File: config.mk
export PLATFORM = sky130hd
export DESIGN_NAME = operand_loader
export DESIGN_NICKNAME = d
export VERILOG_FILES = /design/src/rtl/operand_loader_pkg.sv /design/src/rtl/button_debounce.sv /design/src/rtl/operand_loader.sv
export SDC_FILE = /design/constraint.sdc
export NUM_CORES = 1
export LEC_CHECK = 0
export ABC_AREA = 1
export BUFFER_PORTS_ARGS = -buffer_cell sky130_fd_sc_hd__buf_2
export CORE_MARGIN = 1
export CORE_UTILIZATION = 43
export CTS_CLUSTER_DIAMETER = 80
export DETAILED_ROUTE_END_ITERATION = 10
export HOLD_SLACK_MARGIN = 0.08
export PLACE_DENSITY = 0.75
export SLEW_MARGIN = 20
export SYNTH_ARGS = -nofsm -noshare
export SYNTH_HDL_FRONTEND = slang
export SYNTH_SLANG_ARGS = --single-unit
File: constraint.sdc
create_clock -name clk -period 1.27 [get_ports clk]
set_input_delay 0.1905 -clock clk [delete_from_list [all_inputs] [get_ports clk]]
set_output_delay 0.1905 -clock clk [all_outputs]
set_load 0.03 [all_outputs]
File: src/rtl/operand_loader_pkg.sv
// Shared types and constants for the GCD operand-entry front end.
package operand_loader_pkg;

   typedef enum logic [2:0] {
      StEmpty,
      StGotA,
      StGotB,
      StIssue,
      StRun
   } state_e;

   // RUN gives up after this many cycles if the engine never raised busy.
   localparam int unsigned RunTimeout = 4;
   localparam int unsigned RunCntW    = $clog2(RunTimeout);

endpackage

File: src/rtl/button_debounce.sv
// Push-button conditioner: 2-FF synchronizer, stability counter and a one-cycle
// press pulse on each debounced 0->1 transition.
module button_debounce #(
   parameter int unsigned DEB_CYCLES = 65535
) (
   input  logic clk,
   input  logic rst,
   input  logic din,
   output logic press
);

   localparam int unsigned CntW = (DEB_CYCLES > 1) ? $clog2(DEB_CYCLES) : 1;
   localparam logic [CntW-1:0] LastCnt = CntW'(DEB_CYCLES - 1);

   logic [1:0]      sync_q;
   logic            deb_q;
   logic [CntW-1:0] cnt_q;
   logic            press_q;

   // The counter only runs while the synced level disagrees with the debounced one,
   // so any return to the old level restarts it.
   always_ff @(posedge clk) begin
      if (rst) begin
         sync_q  <= 2'b00;
         deb_q   <= 1'b0;
         cnt_q   <= '0;
         press_q <= 1'b0;
      end else begin
         sync_q  <= {sync_q[0], din};
         press_q <= 1'b0;
         if (sync_q[1] == deb_q) begin
            cnt_q <= '0;
         end else if (cnt_q == LastCnt) begin
            deb_q   <= sync_q[1];
            cnt_q   <= '0;
            press_q <= sync_q[1];
         end else begin
            cnt_q <= cnt_q + 1'b1;
         end
      end
   end

   assign press = press_q;

endmodule

File: src/rtl/operand_loader.sv
// Operand-entry front end for the GCD engine: latches the switch value into A or B
// on debounced button presses and issues a start pulse once both are held.
module operand_loader
   import operand_loader_pkg::*;
#(
   parameter int unsigned WIDTH      = 8,
   parameter int unsigned DEB_CYCLES = 65535
) (
   input  logic             clk,
   input  logic             rst,
   input  logic [1:0]       bt,
   input  logic [WIDTH-1:0] sw,
   input  logic             busy,
   output logic [WIDTH-1:0] a,
   output logic [WIDTH-1:0] b,
   output logic             start,
   output logic             a_vld,
   output logic             b_vld,
   output logic             err
);

   logic               press_a, press_b, any_press;
   logic [WIDTH-1:0]   sw_meta_q, sw_sync_q;
   state_e             state_q;
   logic               busy_q, saw_busy_q;
   logic [RunCntW-1:0] run_cnt_q;

   button_debounce #(.DEB_CYCLES(DEB_CYCLES)) u_deb_a (
      .clk   (clk),
      .rst   (rst),
      .din   (bt[0]),
      .press (press_a)
   );

   button_debounce #(.DEB_CYCLES(DEB_CYCLES)) u_deb_b (
      .clk   (clk),
      .rst   (rst),
      .din   (bt[1]),
      .press (press_b)
   );

   assign any_press = press_a | press_b;

   always_ff @(posedge clk) begin
      if (rst) begin
         sw_meta_q <= '0;
         sw_sync_q <= '0;
      end else begin
         sw_meta_q <= sw;
         sw_sync_q <= sw_meta_q;
      end
   end

   always_ff @(posedge clk) begin
      if (rst) begin
         state_q    <= StEmpty;
         a          <= '0;
         b          <= '0;
         a_vld      <= 1'b0;
         b_vld      <= 1'b0;
         start      <= 1'b0;
         err        <= 1'b0;
         busy_q     <= 1'b0;
         saw_busy_q <= 1'b0;
         run_cnt_q  <= '0;
      end else begin
         start  <= 1'b0;
         err    <= 1'b0;
         busy_q <= busy;
         unique case (state_q)
            StEmpty, StGotA, StGotB: begin
               if (any_press) begin
                  if (sw_sync_q == '0) begin
                     err <= 1'b1;
                  end else begin
                     if (press_a) begin
                        a     <= sw_sync_q;
                        a_vld <= 1'b1;
                     end
                     if (press_b) begin
                        b     <= sw_sync_q;
                        b_vld <= 1'b1;
                     end
                     if ((press_a && press_b) || (press_a && state_q == StGotB) ||
                         (press_b && state_q == StGotA)) begin
                        state_q <= StIssue;
                     end else if (press_a) begin
                        state_q <= StGotA;
                     end else begin
                        state_q <= StGotB;
                     end
                  end
               end
            end
            StIssue: begin
               if (any_press) err <= 1'b1;
               if (!busy) begin
                  start      <= 1'b1;
                  state_q    <= StRun;
                  run_cnt_q  <= '0;
                  saw_busy_q <= 1'b0;
               end
            end
            StRun: begin
               if (any_press) err <= 1'b1;
               if (busy) saw_busy_q <= 1'b1;
               // Leave on busy falling, or on timeout if the engine never answered.
               if ((busy_q && !busy) ||
                   (!saw_busy_q && !busy && run_cnt_q == RunCntW'(RunTimeout - 1))) begin
                  state_q <= StEmpty;
                  a_vld   <= 1'b0;
                  b_vld   <= 1'b0;
               end else begin
                  run_cnt_q <= run_cnt_q + 1'b1;
               end
            end
            default: state_q <= StEmpty;
         endcase
      end
   end

endmodule

==> results of run 1 <==
report_power, final:
part	leakage (nW)	total [mW]	switching, mW	internal [mW]
logic	1.35	0.201	0.114	0.0866
registers	0.681	2.65	0.0157	2.63
clock network	0.0877	1.70	0.971	0.732
what timing repair did:
action,CTS,global route
gates resized for setup,21,64
hold buffers,10,0
buffers inserted,5,7
setup endpoints to repair,50,49
endpoints found under the hold margin,10,0
gates cloned,0,1
pin swaps,8,17
flip-flops by register name (all words and copies together), names as in the netlist, 2 cells and up:
register        count
a                   8
sw_sync_q           8
run_cnt_q           2
u_deb_a.sync_q      2
u_deb_b.cnt_q      16
state_q             3
b                   8
u_deb_a.cnt_q      16
sw_meta_q           8
u_deb_b.sync_q      2
cell families (layout without fill, tap and decap cells):
family	after synthesis	after routing
simple gates	261	261
buf+inv	90	201
flops	83	83
compound gates	34	34
xor+xnor	14	14
fa+ha+maj	5	5
metal layers:
metal  global-route usage (%)  vias up  wire, microns
met5                        0        -              0
met4                     6.15        0            202
met3                     5.28       20            365
met2                     33.3       83           4270
met1                     21.0     1561           3400
li1                         -     1711              -
metrics by stage:
stage / setup slack, ns / cells / instance area (sq um)
6_report: -0.0803 / 700 / 4880
5_1_grt: -0.170 / 700 / 4880
4_1_cts: -0.0785 / 692 / 4630
3_5_place_dp: -0.158 / 661 / 4230
3_3_place_gp: -0.0985 / 661 / 4230
2_1_floorplan: -0.0633 / 487 / 3610
final timing paths:
check | from | end | slack [ns] | cells after the start
setup reg to reg | u_deb_b.cnt_q[0]$_SDFF_PP0_ | u_deb_b.cnt_q[15]$_SDFF_PP0_ | -0.08 | 8
hold / removal | rst | u_deb_b.sync_q[0]$_SDFF_PP0_ | 0.11 | 2
setup / recovery | u_deb_b.cnt_q[0]$_SDFF_PP0_ | u_deb_b.cnt_q[15]$_SDFF_PP0_ | -0.08 | 8
hold reg to reg | sw_meta_q[7]$_SDFF_PP0_ | sw_sync_q[7]$_SDFF_PP0_ | 0.40 | 2
area by class of cell:
| class | instances | area, sq um |
|---|---|---|
| Clock buffer | 10 | 128 |
| Inverter | 81 | 314 |
| Multi-Input combinational cell | 314 | 1760 |
| Tap cell | 102 | 128 |
| Sequential cell | 83 | 1690 |
| Clock inverter | 6 | 47.5 |
| Fill cell | 668 | 2970 |
| Timing Repair Buffer | 104 | 820 |
worst register-to-register path, cell delays in order, from the launching register on:
cell and delay, ns:
dfxtp_2 0.34, inv_2 0.06, ha_4 0.12, inv_2 0.04, nor3_2 0.14, nand3_1 0.13, o21bai_2 0.20, buf_6 0.18
a21oi_1 0.05
layout by cell type (no fill, tap or decap), drive strengths merged:
cell,n
nand3b,1
nor3,15
xnor2,7
nand3,24
buf,93
or2,2
clkbuf,11
clkinvlp,1
dlygate4sd3,10
o21ai,12
xor2,7
inv,84
a31oi,2
a211oi,1
nor2,110
o21bai,2
clkinv,2
and3,1
nand2,96
ha,5
nand4,12
a21oi,17
dfxtp,83
==> results.py, run 1 <==
metrics = {
    "floorplanning": {
        "core_area_sq_um": 7850,
        "start_util_pct": 45.3,
        "ios": 33,
        "floorplan.rows": 32,
        "die-area_sq_um": 8640,
        "die_h_microns": 93.0,
        "die_x_microns": 93.0,
    },
    "setup_path": {
        "crit_buf_inv": 3,
        "worst-path-max-fanout": 11,
        "critPathCaptureType": "flop",
        "slowest_delay_ns": 0.34,
        "path_cells": "inv_2 -> ha_4 -> inv_2 -> nor3_2 -> nand3_1 -> o21bai_2 -> buf_6 -> a21oi_1",
        "crit_required_ns": 1.50,
        "path_delay_family": "flip-flops",
        "crit_top_cell": "inv_2",
        "crit_type": "flop to flop",
        "cp.arrival_ns": 1.58,
        "start_kind": "flop",
        "slowest_stage": "dfxtp_2",
    },
    "sta": {
        "setup_tns_ns": -2.00,
        "holdWs_ns": 0.107,
        "rsz0062_at_grt": "yes",
        "slew_headroom_pct": 80.3,
        "maxSlewViolCount": 0,
        "clock_skew_ns": 0.0127,
        "fmax_mhz": 741,
        "worst_slew_pin_slew_ns": 0.294,
        "fin_ws_ns": -0.0803,
        "setup_viol": 38,
        "hold_viol_final": 0,
        "fin_crit_sh_pct": 106,
        "min_period_ns": 1.35,
    },
    "global_routing": {
        "grt-ovfl-total": 0,
        "grt_first_pass_wirelength_microns": 12900,
        "grt_pass1_vias": 3190,
        "grt_max_degree": 22,
        "grt_usage_pct": 18.6,
        "antenna_found_initial": 0,
    },
    "logic_synthesis": {
        "yosys.area_share.simple_pct": 31.9,
        "syn_nets": 505,
        "syn_avg_cell_area_sq_um": 7.31,
        "synth_top_area_share_pct": 46.7,
        "yosys.area_share.xor_xnor_pct": 3.45,
        "synth-compound-area-share_pct": 5.80,
        "muxShareOfSynthArea_pct": 0,
        "synthFlopType": "dfxtp_1",
        "synth_cell_types": 31,
        "synth_top_family_by_area": "simple AND/OR/NAND/NOR gates",
        "synth_area_leaders": "dfxtp_1, nor2_1, nand2_1",
        "synth.largest_area_cell": "dfxtp_1",
        "ys.warnings.count": 0,
        "synthAdderAreaFrac_pct": 1.76,
        "syn_inst": 487,
        "async_reset_ff_share_pct": 0,
        "synth_most_common_cell": "nor2_1",
        "synth_seq_area_share_pct": 46.7,
        "ys_ff_latch": 83,
        "synth_commonest_cells": "nor2_1, nand2_1, dfxtp_1",
        "synth_edf_count": 0,
        "syn_area_sq_um": 3560,
    },
    "final_layout": {
        "postLayoutCoreUtil_pct": 62.2,
        "area_growth_syn_to_layout_pct": 37.2,
        "fin_nets": 611,
        "antenna_cells": 0,
        "drive_above_1_share_pct": 33.1,
    },
    "placement": {
        "hpwl_microns": 5370,
        "port_buffers": 32,
        "gp_congestion": 0.829,
    },
    "clocking": {
        "cts_tree": "yes",
        "worstSkewPairLatency_ns": 0.35,
        "cts_root_buffer": "clkbuf_8",
        "cts_buffer_depth": 2,
        "clock_sinks": 83,
        "clkSlewWorstSetupHoldPaths_ns": 0.08,
        "htreeDepth": 3,
        "cts_made_buffers": 9,
    },
    "power_and_ir_drop": {
        "vdd_drop_max_mv": 0.707,
        "power_density_nw_per_um2": 932,
        "leakage_nw": 2.12,
        "p_total_mw": 4.55,
    },
    "drt": {
        "ant_nets": 0,
        "wl_per_cell_microns": 11.8,
        "vias": 3375,
        "routed_wl_microns": 8240,
        "drtIter0Drc": 163,
        "drc": 0,
        "dr.pass1.iters": 4,
        "viasPerCell": 4.82,
    },
    "run_status": {
        "status": "complete, but fails checks",
        "violations": "setup timing",
    },
    "run": {
        "maxCapViolCount": 0,
    },
    "min_path": {
        "hold_path_class": "input pin to flop",
    },
}
Power figures use the tool's default switching activity.
==> run 2: changes to the inputs <==
CORE_UTILIZATION = 45   (was 43)
PLACE_DENSITY = 0.78   (was 0.75)
==> run 2 against run 1 <==
Effect of this change:
- the run still ends with setup timing left
- setup slack better by 0.0026 ns
- critical path depth unchanged
- cell area up 0.21%
- largest power group unchanged
- global-route usage up 1.8 points
- wire length up 2.9%
- sequential share of layout area up 0.057 points
- critical path type unchanged
- hold slack better by 0.027 ns
- largest cell class unchanged
- sequential cell count unchanged
==> results.py, run 2 (same netlist as run 1, synthesis figures left out) <==
metrics = {
    "sta": {
        "rsz0062_at_grt": "yes",
        "setup_viol": 46,
        "fmax_mhz": 742,
        "setup_tns_ns": -2.15,
        "fin_crit_sh_pct": 106,
        "min_period_ns": 1.35,
        "clock_skew_ns": 0.0123,
        "worst_slew_pin_slew_ns": 0.348,
        "slew_headroom_pct": 76.7,
        "maxSlewViolCount": 0,
        "hold_viol_final": 0,
        "fin_ws_ns": -0.0777,
        "holdWs_ns": 0.134,
    },
    "power_and_ir_drop": {
        "switching_share_pct": 24.9,
        "intPower_mw": 3.46,
        "p_sw_mw": 1.15,
        "p_clk_share_pct": 37.9,
        "vdd_drop_max_mv": 0.726,
        "p_total_mw": 4.61,
        "leakage_nw": 2.10,
        "p_seq_share_pct": 57.4,
        "power_density_nw_per_um2": 942,
        "comb_power_share_pct": 4.7,
    },
    "drt": {
        "drc": 0,
        "wl_per_cell_microns": 12.2,
        "vias": 3354,
        "routed_wl_microns": 8480,
        "dr.pass1.iters": 4,
        "drtIter0Drc": 113,
        "ant_nets": 0,
        "viasPerCell": 4.83,
    },
    "clocking": {
        "clkSlewWorstSetupHoldPaths_ns": 0.10,
        "cts_made_buffers": 9,
        "cts_root_buffer": "clkbuf_8",
        "worstSkewPairLatency_ns": 0.36,
        "cts_tree": "yes",
        "cts_buffer_depth": 2,
        "htreeDepth": 3,
        "clock_sinks": 83,
    },
    "floorplanning": {
        "ios": 33,
        "start_util_pct": 46.3,
        "core_area_sq_um": 7690,
        "die_h_microns": 90.9,
        "floorplan.rows": 32,
        "die-area_sq_um": 8270,
        "die_x_microns": 90.9,
    },
    "setup_path": {
        "crit_buf_inv": 2,
        "slowest_stage": "dfxtp_2",
        "slowest_delay_ns": 0.34,
        "crit_required_ns": 1.56,
        "path_delay_family": "simple AND/OR/NAND/NOR gates",
        "start_kind": "flop",
        "path_cells": "nand2_2 -> inv_4 -> nor2_4 -> nand2_2 -> nor2_4 -> buf_12 -> o21ai_4 -> a21oi_2",
        "critPathCaptureType": "flop",
        "cp.arrival_ns": 1.64,
        "worst-path-max-fanout": 7,
        "crit_type": "flop to flop",
    },
    "final_layout": {
        "fin_nets": 606,
        "final_cell_count_no_fill": 695,
        "final_common_cell": "nor2_1",
        "area_growth_syn_to_layout_pct": 37.4,
        "reg.largest.list": "u_deb_a.cnt_q (16), u_deb_b.cnt_q (16)",
        "postLayoutCoreUtil_pct": 63.6,
        "drive_above_1_share_pct": 35.4,
        "antenna_cells": 0,
        "design_area_sq_um": 4890,
        "final_cell_mix": "nor2_1, nand2_1, inv_1",
    },
    "placement": {
        "port_buffers": 32,
        "placed_area_sq_um": 4200,
        "dp_cells": 657,
        "hpwl_microns": 5290,
        "pre_cts_ws_ns": -0.140,
        "gp_congestion": 0.859,
    },
    "run_status": {
        "status": "complete, but fails checks",
        "violations": "setup timing",
    },
    "global_routing": {
        "grt-ovfl-total": 0,
        "grt_first_pass_wirelength_microns": 13500,
        "antenna_found_initial": 0,
        "grt_usage_pct": 20.3,
        "grt_pass1_vias": 3236,
        "grt_max_degree": 22,
    },
    "run": {
        "maxCapViolCount": 0,
    },
    "min_path": {
        "hold_path_class": "input pin to flop",
    },
}
run 2: cell count changes in the layout (fill, tap and decap cells not counted), sizes merged:
cell,previous run,this run
clkbuf,11,10
buf,93,88
inv,84,85
run 2: what timing repair did:
item | CTS | global route
resized for setup | 20 | 83
endpoints found under the setup margin | 50 | 52
pin swaps | 9 | 24
hold endpoints to repair | 10 | 0
buffers inserted | 5 | 6
hold buffers | 10 | 0
cloned | 0 | 1
run 2: worst register-to-register path, delay by kind of cell (launching register included):
| family | cells | cell delay, ns |
|---|---|---|
| simple gates | 4 | 0.55 |
| buf+inv | 2 | 0.21 |
| flops | 1 | 0.34 |
| compound gates | 2 | 0.19 |
run 2: path summary, 6_finish.rpt:
path / start / to / slack [ns] / depth (start not counted)
worst max-delay path: state_q[0]$_SDFFE_PP0P_ / a[1]$_SDFFE_PP0P_ / -0.08 / 8
worst min-delay path: busy / saw_busy_q$_SDFFE_PP0P_ / 0.13 / 3
worst max register to register: state_q[0]$_SDFFE_PP0P_ / a[1]$_SDFFE_PP0P_ / -0.08 / 8
worst min register to register: sw_meta_q[5]$_SDFF_PP0_ / sw_sync_q[5]$_SDFF_PP0_ / 0.40 / 2
run 2: layout make-up:
cell class	instances	area (sq um)
Clock buffer	9	124
Inverter	81	314
Sequential cell	83	1690
Multi-Input combinational cell	314	1790
Tap cell	102	128
Fill cell	629	2800
Timing Repair Buffer	99	790
Clock inverter	7	56.3
run 2: layer usage:
metal  GRT usage (%)  up-vias  routed length [microns]
met5               0        -                        0
met4            6.22        0                      170
met3            5.98       17                      435
met2            36.8       88                     4450
met1            22.8     1548                     3420
li1                -     1701                        -
run 2: power groups by stage:
stage	Clock [mW]	Combinational (mW)	Sequential, mW
6_report	1.75	0.215	2.65
3_5_place_dp	0	0.158	2.71
3_3_place_gp	0	0.153	2.71
5_1_grt	1.91	0.235	2.65
2_1_floorplan	0	0.0991	2.71
4_1_cts	1.80	0.190	2.65
